[src/rtl/utmi_rx_sm.sv]
// UTMI receive packet state machine: SYNC/PID detection, single-entry payload holding register, EOP termination.
// Optional CRC16 payload check is built when RX_CRC16_EN is defined.
module utmi_rx_sm #(
  parameter logic [7:0] SYNC_BYTE = 8'b0010_1010,
  parameter logic [7:0] EOP_BYTE  = 8'b0001_0000,
  parameter int         MAX_BYTES = 64,
  parameter int         CNT_W     = 7
) (
  input  logic       clk,
  input  logic       reset,
  input  logic [7:0] rx_byte,
  input  logic       rx_byte_valid,
  input  logic       rx_bit_err,
  input  logic       RD_ACK,
  output logic [7:0] DataOut,
  output logic       RX_VALID,
  output logic       RX_ACTIVE,
  output logic [3:0] PID_OUT,
  output logic       PID_VALID,
  output logic       RX_ERROR,
  output logic [1:0] ERR_CODE,
  output logic [2:0] state_dbg
);

  // Holding register handshake: DataOut is valid while RX_VALID=1; RD_ACK=1 in such a
  // cycle consumes it on that edge, and a new byte on the same edge refills it.
  localparam logic [2:0] IDLE  = 3'd0;
  localparam logic [2:0] PID_S = 3'd1;
  localparam logic [2:0] DATA  = 3'd2;
  localparam logic [2:0] DONE  = 3'd3;
  localparam logic [2:0] ERROR = 3'd4;

  logic [2:0]       state, state_n;
  logic [CNT_W-1:0] byte_cnt;
  logic             load, pid_ok, enter_err;
  logic [1:0]       err_code_n;
  logic             crc_ok;

`ifdef RX_CRC16_EN
  logic [15:0] crc;

  function automatic logic [15:0] crc16_byte(input logic [15:0] c, input logic [7:0] d);
    logic [15:0] r;
    r = c;
    for (int i = 0; i < 8; i++) begin
      r = (r >> 1) ^ ((r[0] ^ d[i]) ? 16'hA001 : 16'h0000);
    end
    return r;
  endfunction

  // Residue of a packet whose trailing CRC bytes are correct.
  assign crc_ok = (crc == 16'hB001);

  always_ff @(posedge clk or negedge reset) begin
    if (!reset) begin
      crc <= 16'hFFFF;
    end else if (pid_ok) begin
      crc <= 16'hFFFF;
    end else if (load) begin
      crc <= crc16_byte(crc, rx_byte);
    end
  end
`else
  assign crc_ok = 1'b1;
`endif

  always_comb begin
    state_n    = state;
    load       = 1'b0;
    pid_ok     = 1'b0;
    enter_err  = 1'b0;
    err_code_n = ERR_CODE;
    case (state)
      IDLE: begin
        if (rx_byte_valid && rx_byte == SYNC_BYTE) state_n = PID_S;
      end
      PID_S: begin
        if (rx_bit_err) begin
          state_n = ERROR; enter_err = 1'b1; err_code_n = 2'b11;
        end else if (rx_byte_valid) begin
          if (rx_byte[7:4] == ~rx_byte[3:0]) begin
            pid_ok  = 1'b1;
            state_n = DATA;
          end else begin
            state_n = ERROR; enter_err = 1'b1; err_code_n = 2'b01;
          end
        end
      end
      DATA: begin
        if (rx_bit_err) begin
          state_n = ERROR; enter_err = 1'b1; err_code_n = 2'b11;
        end else if (rx_byte_valid) begin
          if (rx_byte == EOP_BYTE) begin
            // A CRC failure skips the EOP wait: DONE returns to IDLE next cycle.
            state_n = DONE;
            if (!crc_ok) begin
              enter_err = 1'b1; err_code_n = 2'b00;
            end
          end else if (byte_cnt == CNT_W'(MAX_BYTES) || (RX_VALID && !RD_ACK)) begin
            state_n = ERROR; enter_err = 1'b1; err_code_n = 2'b10;
          end else begin
            load = 1'b1;
          end
        end
      end
      DONE:  state_n = IDLE;
      ERROR: begin
        if (rx_byte_valid && rx_byte == EOP_BYTE) state_n = IDLE;
      end
      default: state_n = IDLE;
    endcase
  end

  always_ff @(posedge clk or negedge reset) begin
    if (!reset) begin
      state     <= IDLE;
      byte_cnt  <= '0;
      DataOut   <= 8'h00;
      RX_VALID  <= 1'b0;
      RX_ACTIVE <= 1'b0;
      PID_OUT   <= 4'h0;
      PID_VALID <= 1'b0;
      RX_ERROR  <= 1'b0;
      ERR_CODE  <= 2'b00;
    end else begin
      state     <= state_n;
      RX_ACTIVE <= (state_n == PID_S) || (state_n == DATA);
      PID_VALID <= pid_ok;
      RX_ERROR  <= enter_err;
      ERR_CODE  <= err_code_n;
      if (pid_ok) PID_OUT <= rx_byte[7:4];
      if (pid_ok) begin
        byte_cnt <= '0;
      end else if (load) begin
        byte_cnt <= byte_cnt + CNT_W'(1);
      end
      if (load) DataOut <= rx_byte;
      RX_VALID <= load | (RX_VALID & ~RD_ACK);
    end
  end

  assign state_dbg = state;

endmodule

[config.mk]
export PLATFORM = sky130hd
export DESIGN_NAME = utmi_rx_sm
export DESIGN_NICKNAME = d
export VERILOG_FILES = /design/src/rtl/utmi_rx_sm.sv
export SDC_FILE = /design/constraint.sdc
export NUM_CORES = 1
export LEC_CHECK = 0
export ABC_AREA = 1
export BUFFER_PORTS_ARGS = -buffer_cell sky130_fd_sc_hd__buf_2
export CAP_MARGIN = 20
export CORE_ASPECT_RATIO = 1.75
export CORE_MARGIN = 4
export CORE_UTILIZATION = 53
export DETAILED_ROUTE_END_ITERATION = 7
export PLACE_DENSITY = 0.87
export SYNTH_ARGS = -nofsm -noshare
export SYNTH_HDL_FRONTEND = slang
export SYNTH_SLANG_ARGS = --single-unit
[constraint.sdc]
create_clock -name clk -period 1.7 [get_ports clk]
set_input_delay 0.255 -clock clk [delete_from_list [all_inputs] [get_ports clk]]
set_output_delay 0.255 -clock clk [all_outputs]
set_load 0.05 [all_outputs]
==> flow_metrics.env, run 1 <==
export IMPL_drt_vias_per_instance=5.087
export IMPL_synth_edff_count=0
export IMPL_drt_first_pass_iters=4
export IMPL_setup_tns_ns=0
export IMPL_gp_congestion=0.8791
export IMPL_grt_max_degree=29
export IMPL_slew_limit_headroom_pct=60.69
export IMPL_core_um2=2895
export IMPL_routed_wl_mm=3.236
export IMPL_tightest_slew_ns=0.5897
export IMPL_finalSetupViolations=0
export IMPL_grt_usage_pct=17.05
export IMPL_syn_num_nets=213
export IMPL_synth_cells=198
export IMPL_fin_ws_ns=0.09276
export IMPL_seq_area_frac_synth_pct=44.23
export IMPL_worstSetupEndpointType="flip-flop"
export IMPL_crit_fanout=10
export IMPL_dp_hpwl_mm=2.437
export IMPL_dpl_cell_area_um2=1782
export IMPL_worst_path_largest_cell_delay_ns=0.37
export IMPL_cts_tree="built"
export IMPL_rows=26
export IMPL_numCtsBuffers=3
export IMPL_maxCapViolations=0
export IMPL_cp_slowest_cell="dfrtp_1"
export IMPL_worstPathCellList="inv_1 -> ha_1 -> nand2_1 -> inv_1 -> nand3_2 -> nand3_2 -> nor2_2 -> buf_12 -> nand2_4 -> nor2_1 -> nor2_2"
export IMPL_clock_latency_ns=0.28
export IMPL_nNetsFinal=251
export IMPL_hp_class="in -> reg"
export IMPL_async_reset_ff_share_pct=100.0
export IMPL_ant_nets=0
export IMPL_power_density_nw_per_um2=651.2
export IMPL_dieArea_um2=3962
export IMPL_crit_path_start_kind="flip-flop"
export IMPL_wl_per_cell_um=12.30
export IMPL_hold_viol=0
export IMPL_floorplan_initialDensity_pct=54.71
export IMPL_overflow=0
export IMPL_io_buffers=33
export IMPL_n_fill_cell=248
export IMPL_cts_root_buf="clkbuf_8"
export IMPL_critical_path_buf_inv_count=3
export IMPL_drv_slew=0
export IMPL_cts_htree_levels=1
export IMPL_preCtsSetupSlack_ns=0.1342
export IMPL_final_common_cell="nand2_1"
export IMPL_cpLargestDelayFamily="simple AND/OR/NAND/NOR gates"
export IMPL_die_h_um=80.32
export IMPL_syn_avg_cell_area_um2=8.000
export IMPL_arrival_ns=1.78
export IMPL_crit_type="reg -> reg"
export IMPL_drt_iter0_markers=40
export IMPL_vdd_drop_max_mv=0.5067
export IMPL_worstPathRequired_ns=1.87
export IMPL_layout_drive_gt1_share_pct=28.94
export IMPL_final_util_pct=63.92
export IMPL_fp_dieW_um=49.33
export IMPL_ios=34
export IMPL_path_clk_slew_ns=0.09
export IMPL_yosys_cell_types_count=26
export IMPL_area_delta_synth_final_pct=16.82
export IMPL_yosysWarningCount=0
export IMPL_max_freq_mhz=622.2
export IMPL_synthFlopType="dfrtp_1"
export IMPL_period_minus_slack_ns=1.607
export IMPL_grt_pass1_wl_mm=5.292
export IMPL_cts_path_max_buffers=2
export IMPL_post_cts_buffers=0
export IMPL_grt_pass1_vias=1280
export IMPL_cts_sinks=28
export IMPL_antenna_found_initial=0
export IMPL_num_vias=1338
export IMPL_finalClockSkew_ns=0.009270
export IMPL_drc_errors=0
export IMPL_design_area_um2=1851
export IMPL_n_antenna_cell=0
export IMPL_power_leakage_uw=0.001088
export IMPL_outcome="completed"
export IMPL_ys_seq_elements=28
export IMPL_final_cell_mix="nand2_1, buf_2, dfrtp_1"
export IMPL_fin_crit_sh_pct=94.54
export IMPL_netlist_area_um2=1584
export IMPL_rsz0062_at_grt="false"
-- state kept, by name, summed over array words and instances (netlist names) --
name       flops
RX_ERROR       1
DataOut        8
PID_VALID      1
RX_VALID       1
byte_cnt       7
state_dbg      3
ERR_CODE       2
PID_OUT        4
RX_ACTIVE      1
-- synthesized netlist by cell type, types with 4 or more instances --
cell type | count | area share [%]
nor2_2 | 5 | 2.0
nor2_1 | 15 | 3.6
o21ai_1 | 6 | 1.9
o21ai_2 | 5 | 2.8
inv_1 | 25 | 5.9
nand2_1 | 65 | 15
dfrtp_1 | 28 | 44
nand3_2 | 5 | 3.2
inv_2 | 4 | 0.95
nand3_1 | 10 | 3.2
-- cell families (layout without fill, tap and decap cells) --
| family | count (synthesis) | count (layout) | share of synthesized area [%] |
|---|---|---|---|
| and+or+nand+nor | 114 | 114 | 35.70 |
| buffers and inverters | 32 | 69 | 8.846 |
| DFF | 28 | 28 | 44.23 |
| AOI/OAI and AO/OA | 16 | 16 | 6.319 |
| xor gates and xnor gates | 6 | 6 | 3.318 |
| adders and majority gates | 2 | 2 | 1.580 |
-- worst paths after layout --
path	slack, ns	start	end	depth (start not counted)
hold / removal	0.25	rx_byte[0]	DataOut[0]	3
setup reg to reg	0.09	byte_cnt[0]	byte_cnt[4]	11
min in group asynchronous	0.53	reset	DataOut[6]	2
max in group asynchronous	0.78	reset	byte_cnt[5]	2
setup / recovery	0.09	byte_cnt[0]	byte_cnt[4]	11
hold reg to reg	0.48	DataOut[1]	DataOut[1]	2
-- stage by stage --
step,power (uW),hold slack [ns],instances
2_1_floorplan,755.6,-0.04059,198
3_3_place_gp,804.1,0.2904,258
3_5_place_dp,805.6,0.2973,258
4_1_cts,1210,0.2535,263
5_1_grt,1251,0.2629,263
6_report,1205,0.2506,263
-- metal layers --
metal  global-route usage [%]  vias up  share of wire (%)
met4                    8.262        0                2.3
met2                    32.26       38                 54
met3                    2.041       12                4.7
met5                        0        -                  0
met1                    18.24      606                 39
li1                         -      682                  -
-- timing repair --
action | 4_1_cts | 5_1_grt
endpoints found under the hold margin | 28 | 0
endpoints found under the setup margin | 0 | 1
resized for setup | 0 | 1
hold buffers | 1 | 0
-- layout make-up --
type                    instances  area, um^2  share of cell area [%]
multi-input cells             138       747.0                   40.37
well taps                      28       35.03                   1.893
inverters                      30       117.6                   6.356
repair buffers                 35       195.2                   10.55
clock buffers                   4       55.05                   2.975
flip-flops and latches         28       700.7                   37.86
-- report_power, final --
| group | total [uW] | internal [uW] | switching (uW) | leakage [uW] |
|---|---|---|---|---|
| clock network | 410 | 208 | 202 | 0.0000288 |
| logic | 118 | 33.6 | 84.5 | 0.000675 |
| registers | 677 | 671 | 6.69 | 0.000384 |
-- worst min-delay path, cell delays in order --
cell and delay [ns]:
buf_2 0.12, inv_2 0.06, o21ai_1 0.06
Note: power is estimated with default switching activity, not from simulation.
==> run 2, diff against run 1 <==
- ABC_AREA: 1 -> unset
- CORE_UTILIZATION: 53 -> 52
==> run 2 against run 1 <==
The run now ends with negative hold slack, negative setup slack left; clock skew about the same; worst hold slack got worse by 0.26 ns; first-iteration DRC count decreased by 38%.
==> flow_metrics.env, run 2 <==
export IMPL_critical_path_buf_inv_count=1
export IMPL_num_vias=1174
export IMPL_placedCellCount=206
export IMPL_instances_no_fill=212
export IMPL_syn_num_nets=138
export IMPL_numCtsBuffers=3
export IMPL_synth_cells=123
export IMPL_floorplan_initialDensity_pct=55.83
export IMPL_finalSetupViolations=14
export IMPL_maxCapViolations=0
export IMPL_p_switching_uw=279.4
export IMPL_overflow=0
export IMPL_drt_vias_per_instance=5.538
export IMPL_yosysWarningCount=0
export IMPL_grt_pass1_wl_mm=6.044
export IMPL_ys_seq_elements=28
export IMPL_fin_ws_ns=-0.1030
export IMPL_netlist_top_cell_by_area="dfrtp_1"
export IMPL_pwr_share_seq_pct=57.7
export IMPL_io_buffers=33
export IMPL_arrival_ns=1.96
export IMPL_drt_first_pass_iters=4
export IMPL_power_leakage_uw=0.0009538
export IMPL_max_freq_mhz=554.6
export IMPL_crit_fanout=9
export IMPL_cts_tree="built"
export IMPL_synthTopCellsByCount="dfrtp_1, nor2_1, xnor2_1"
export IMPL_rsz0062_at_grt="true"
export IMPL_worstSetupEndpointType="flip-flop"
export IMPL_die_h_um=77.26
export IMPL_drc_errors=0
export IMPL_hold_viol=28
export IMPL_dp_hpwl_mm=2.544
export IMPL_hp_class="in -> async"
export IMPL_largest_reg_flops=8
export IMPL_vdd_drop_max_mv=0.5003
export IMPL_crit_type="reg -> reg"
export IMPL_ctsHoldBuffers=0
export IMPL_finalClockSkew_ns=0.009020
export IMPL_worstPathRequired_ns=1.86
export IMPL_yosys_cell_types_count=37
export IMPL_worstPathCellList="or4_4 -> o21ai_4 -> nor3b_4 -> buf_12 -> mux2_4"
export IMPL_synth_edff_count=0
export IMPL_seq_area_frac_synth_pct=49.17
export IMPL_top_register="DataOut"
export IMPL_power_density_nw_per_um2=598.1
export IMPL_holdWs_ns=-0.01223
export IMPL_syn_avg_cell_area_um2=11.59
export IMPL_crit_path_start_kind="flip-flop"
export IMPL_gp_congestion=0.8591
export IMPL_period_minus_slack_ns=1.803
export IMPL_drt_iter0_markers=25
export IMPL_netlist_area_um2=1425
export IMPL_combinationalPowerShare_pct=10.9
export IMPL_reg_top3="DataOut (8), byte_cnt (7), PID_OUT (4)"
export IMPL_fin_crit_sh_pct=106.1
export IMPL_fp_dieW_um=47.58
export IMPL_wl_per_cell_um=16.74
export IMPL_grt_pass1_vias=1324
export IMPL_cp_slowest_cell="or4_4"
export IMPL_yosysTopAreaCellShare_pct=49.17
export IMPL_grt_max_degree=29
export IMPL_antenna_found_initial=0
export IMPL_ios=34
export IMPL_path_clk_slew_ns=0.10
export IMPL_n_antenna_cell=0
export IMPL_dieArea_um2=3675
export IMPL_core_um2=2552
export IMPL_setup_tns_ns=-0.8652
export IMPL_slew_limit_headroom_pct=58.46
export IMPL_cts_root_buf="clkbuf_8"
export IMPL_async_reset_ff_share_pct=100.0
export IMPL_drv_slew=0
export IMPL_violations="negative hold slack, negative setup slack"
export IMPL_grt_usage_pct=21.91
export IMPL_synth_most_common_cell="dfrtp_1"
export IMPL_cts_sinks=28
export IMPL_cts_htree_levels=1
export IMPL_clkPwrFrac_pct=31.4
export IMPL_clock_latency_ns=0.27
export IMPL_tightest_slew_ns=0.6231
export IMPL_cpLargestDelayFamily="simple AND/OR/NAND/NOR gates"
export IMPL_ant_nets=0
export IMPL_routed_wl_mm=3.548
export IMPL_worst_path_largest_cell_delay_ns=0.58
export IMPL_internal_power_uw=888.8
export IMPL_layout_drive_gt1_share_pct=51.61
export IMPL_final_common_cell="buf_2"
export IMPL_netSwitchingFraction_pct=23.92
export IMPL_synthFlopType="dfrtp_1"
export IMPL_synthTopCellsByArea="dfrtp_1, mux2_4, xnor2_1, mux2_2, nor2_1"
export IMPL_final_cell_mix="buf_2, buf_4, dfrtp_1"
export IMPL_outcome="finished, violations left"
export IMPL_cts_path_max_buffers=2
export IMPL_area_delta_synth_final_pct=37.05
export IMPL_rows=24
export IMPL_nNetsFinal=202
[run 2: cell types whose count changed after synthesis, moves of 5 or more]
cell	previous run	this run
inv_1	25	4
nor4_1	0	5
xnor2_1	3	11
nand2_1	65	8
mux2_4	0	8
nand3_2	5	0
nor2_2	5	0
[run 2: kinds of logic after synthesis]
logic type                 share of synthesized area, %
buffers and inverters                             3.073
xor gates and xnor gates                          6.760
AOI/OAI and AO/OA                                 8.693
muxes                                             12.29
and+or+nand+nor                                   18.26
adders and majority gates                         1.756
DFF                                               49.17
[run 2: power groups by stage]
stage                     combinational (uW)  sequential, uW  clock, uW
after floorplan                         33.9             705          0
after global placement                   120             687          0
after detailed placement                 123             687          0
after CTS                                125             674        368
after global routing                     141             674        397
final                                    128             674        367
[run 2: final timing paths]
kind                        startpoint      endpoint  slack (ns)  depth (start not counted)
min in group clk            rx_byte[2]    DataOut[2]        0.28                          2
max in group asynchronous        reset  state_dbg[0]        1.28                          1
min                              reset   ERR_CODE[1]       -0.01                          1
max                        byte_cnt[4]    DataOut[6]       -0.10                          5
min reg2reg                 DataOut[3]    DataOut[3]        0.51                          1
max reg2reg                byte_cnt[4]    DataOut[6]       -0.10                          5
[run 2: stage by stage]
step / power (uW) / worst slack (ns) / util [%] / hold WS [ns] / instance area [um^2]
after floorplan: 739.3 / -0.2210 / - / -0.04059 / 1444
after global placement: 806.4 / -0.3950 / 71.32 / 0.2876 / 1821
after detailed placement: 809.4 / -0.4766 / 71.32 / 0.3039 / 1821
after CTS: 1167 / -0.1032 / 75.98 / 0.008726 / 1939
after global routing: 1212 / -0.1545 / 76.52 / 0.02749 / 1953
final: 1168 / -0.1030 / 76.52 / -0.01223 / 1953
[run 2: cell type report]
type	count	area, um^2
Timing Repair Buffer	64	410.4
Sequential cell	28	704.4
Tap cell	26	32.53
Inverter	4	15.01
Multi-Input combinational cell	86	745.7
Fill cell	162	599.3
Clock buffer	4	45.04
[run 2: timing repair]
item	4_1_cts	5_1_grt
buffers inserted	2	0
cloned	0	0
gates resized for setup	7	3
endpoints found under the setup margin	18	23
pin swaps	3	5
[run 2: routing by layer]
metal | vias to the layer above | wire length (um) | track usage (%)
met5 | - | 0 | 0
met4 | 0 | 53 | 8.086
met3 | 8 | 112 | 3.279
met2 | 22 | 2004 | 37.77
met1 | 584 | 1378 | 25.64
li1 | 560 | - | -
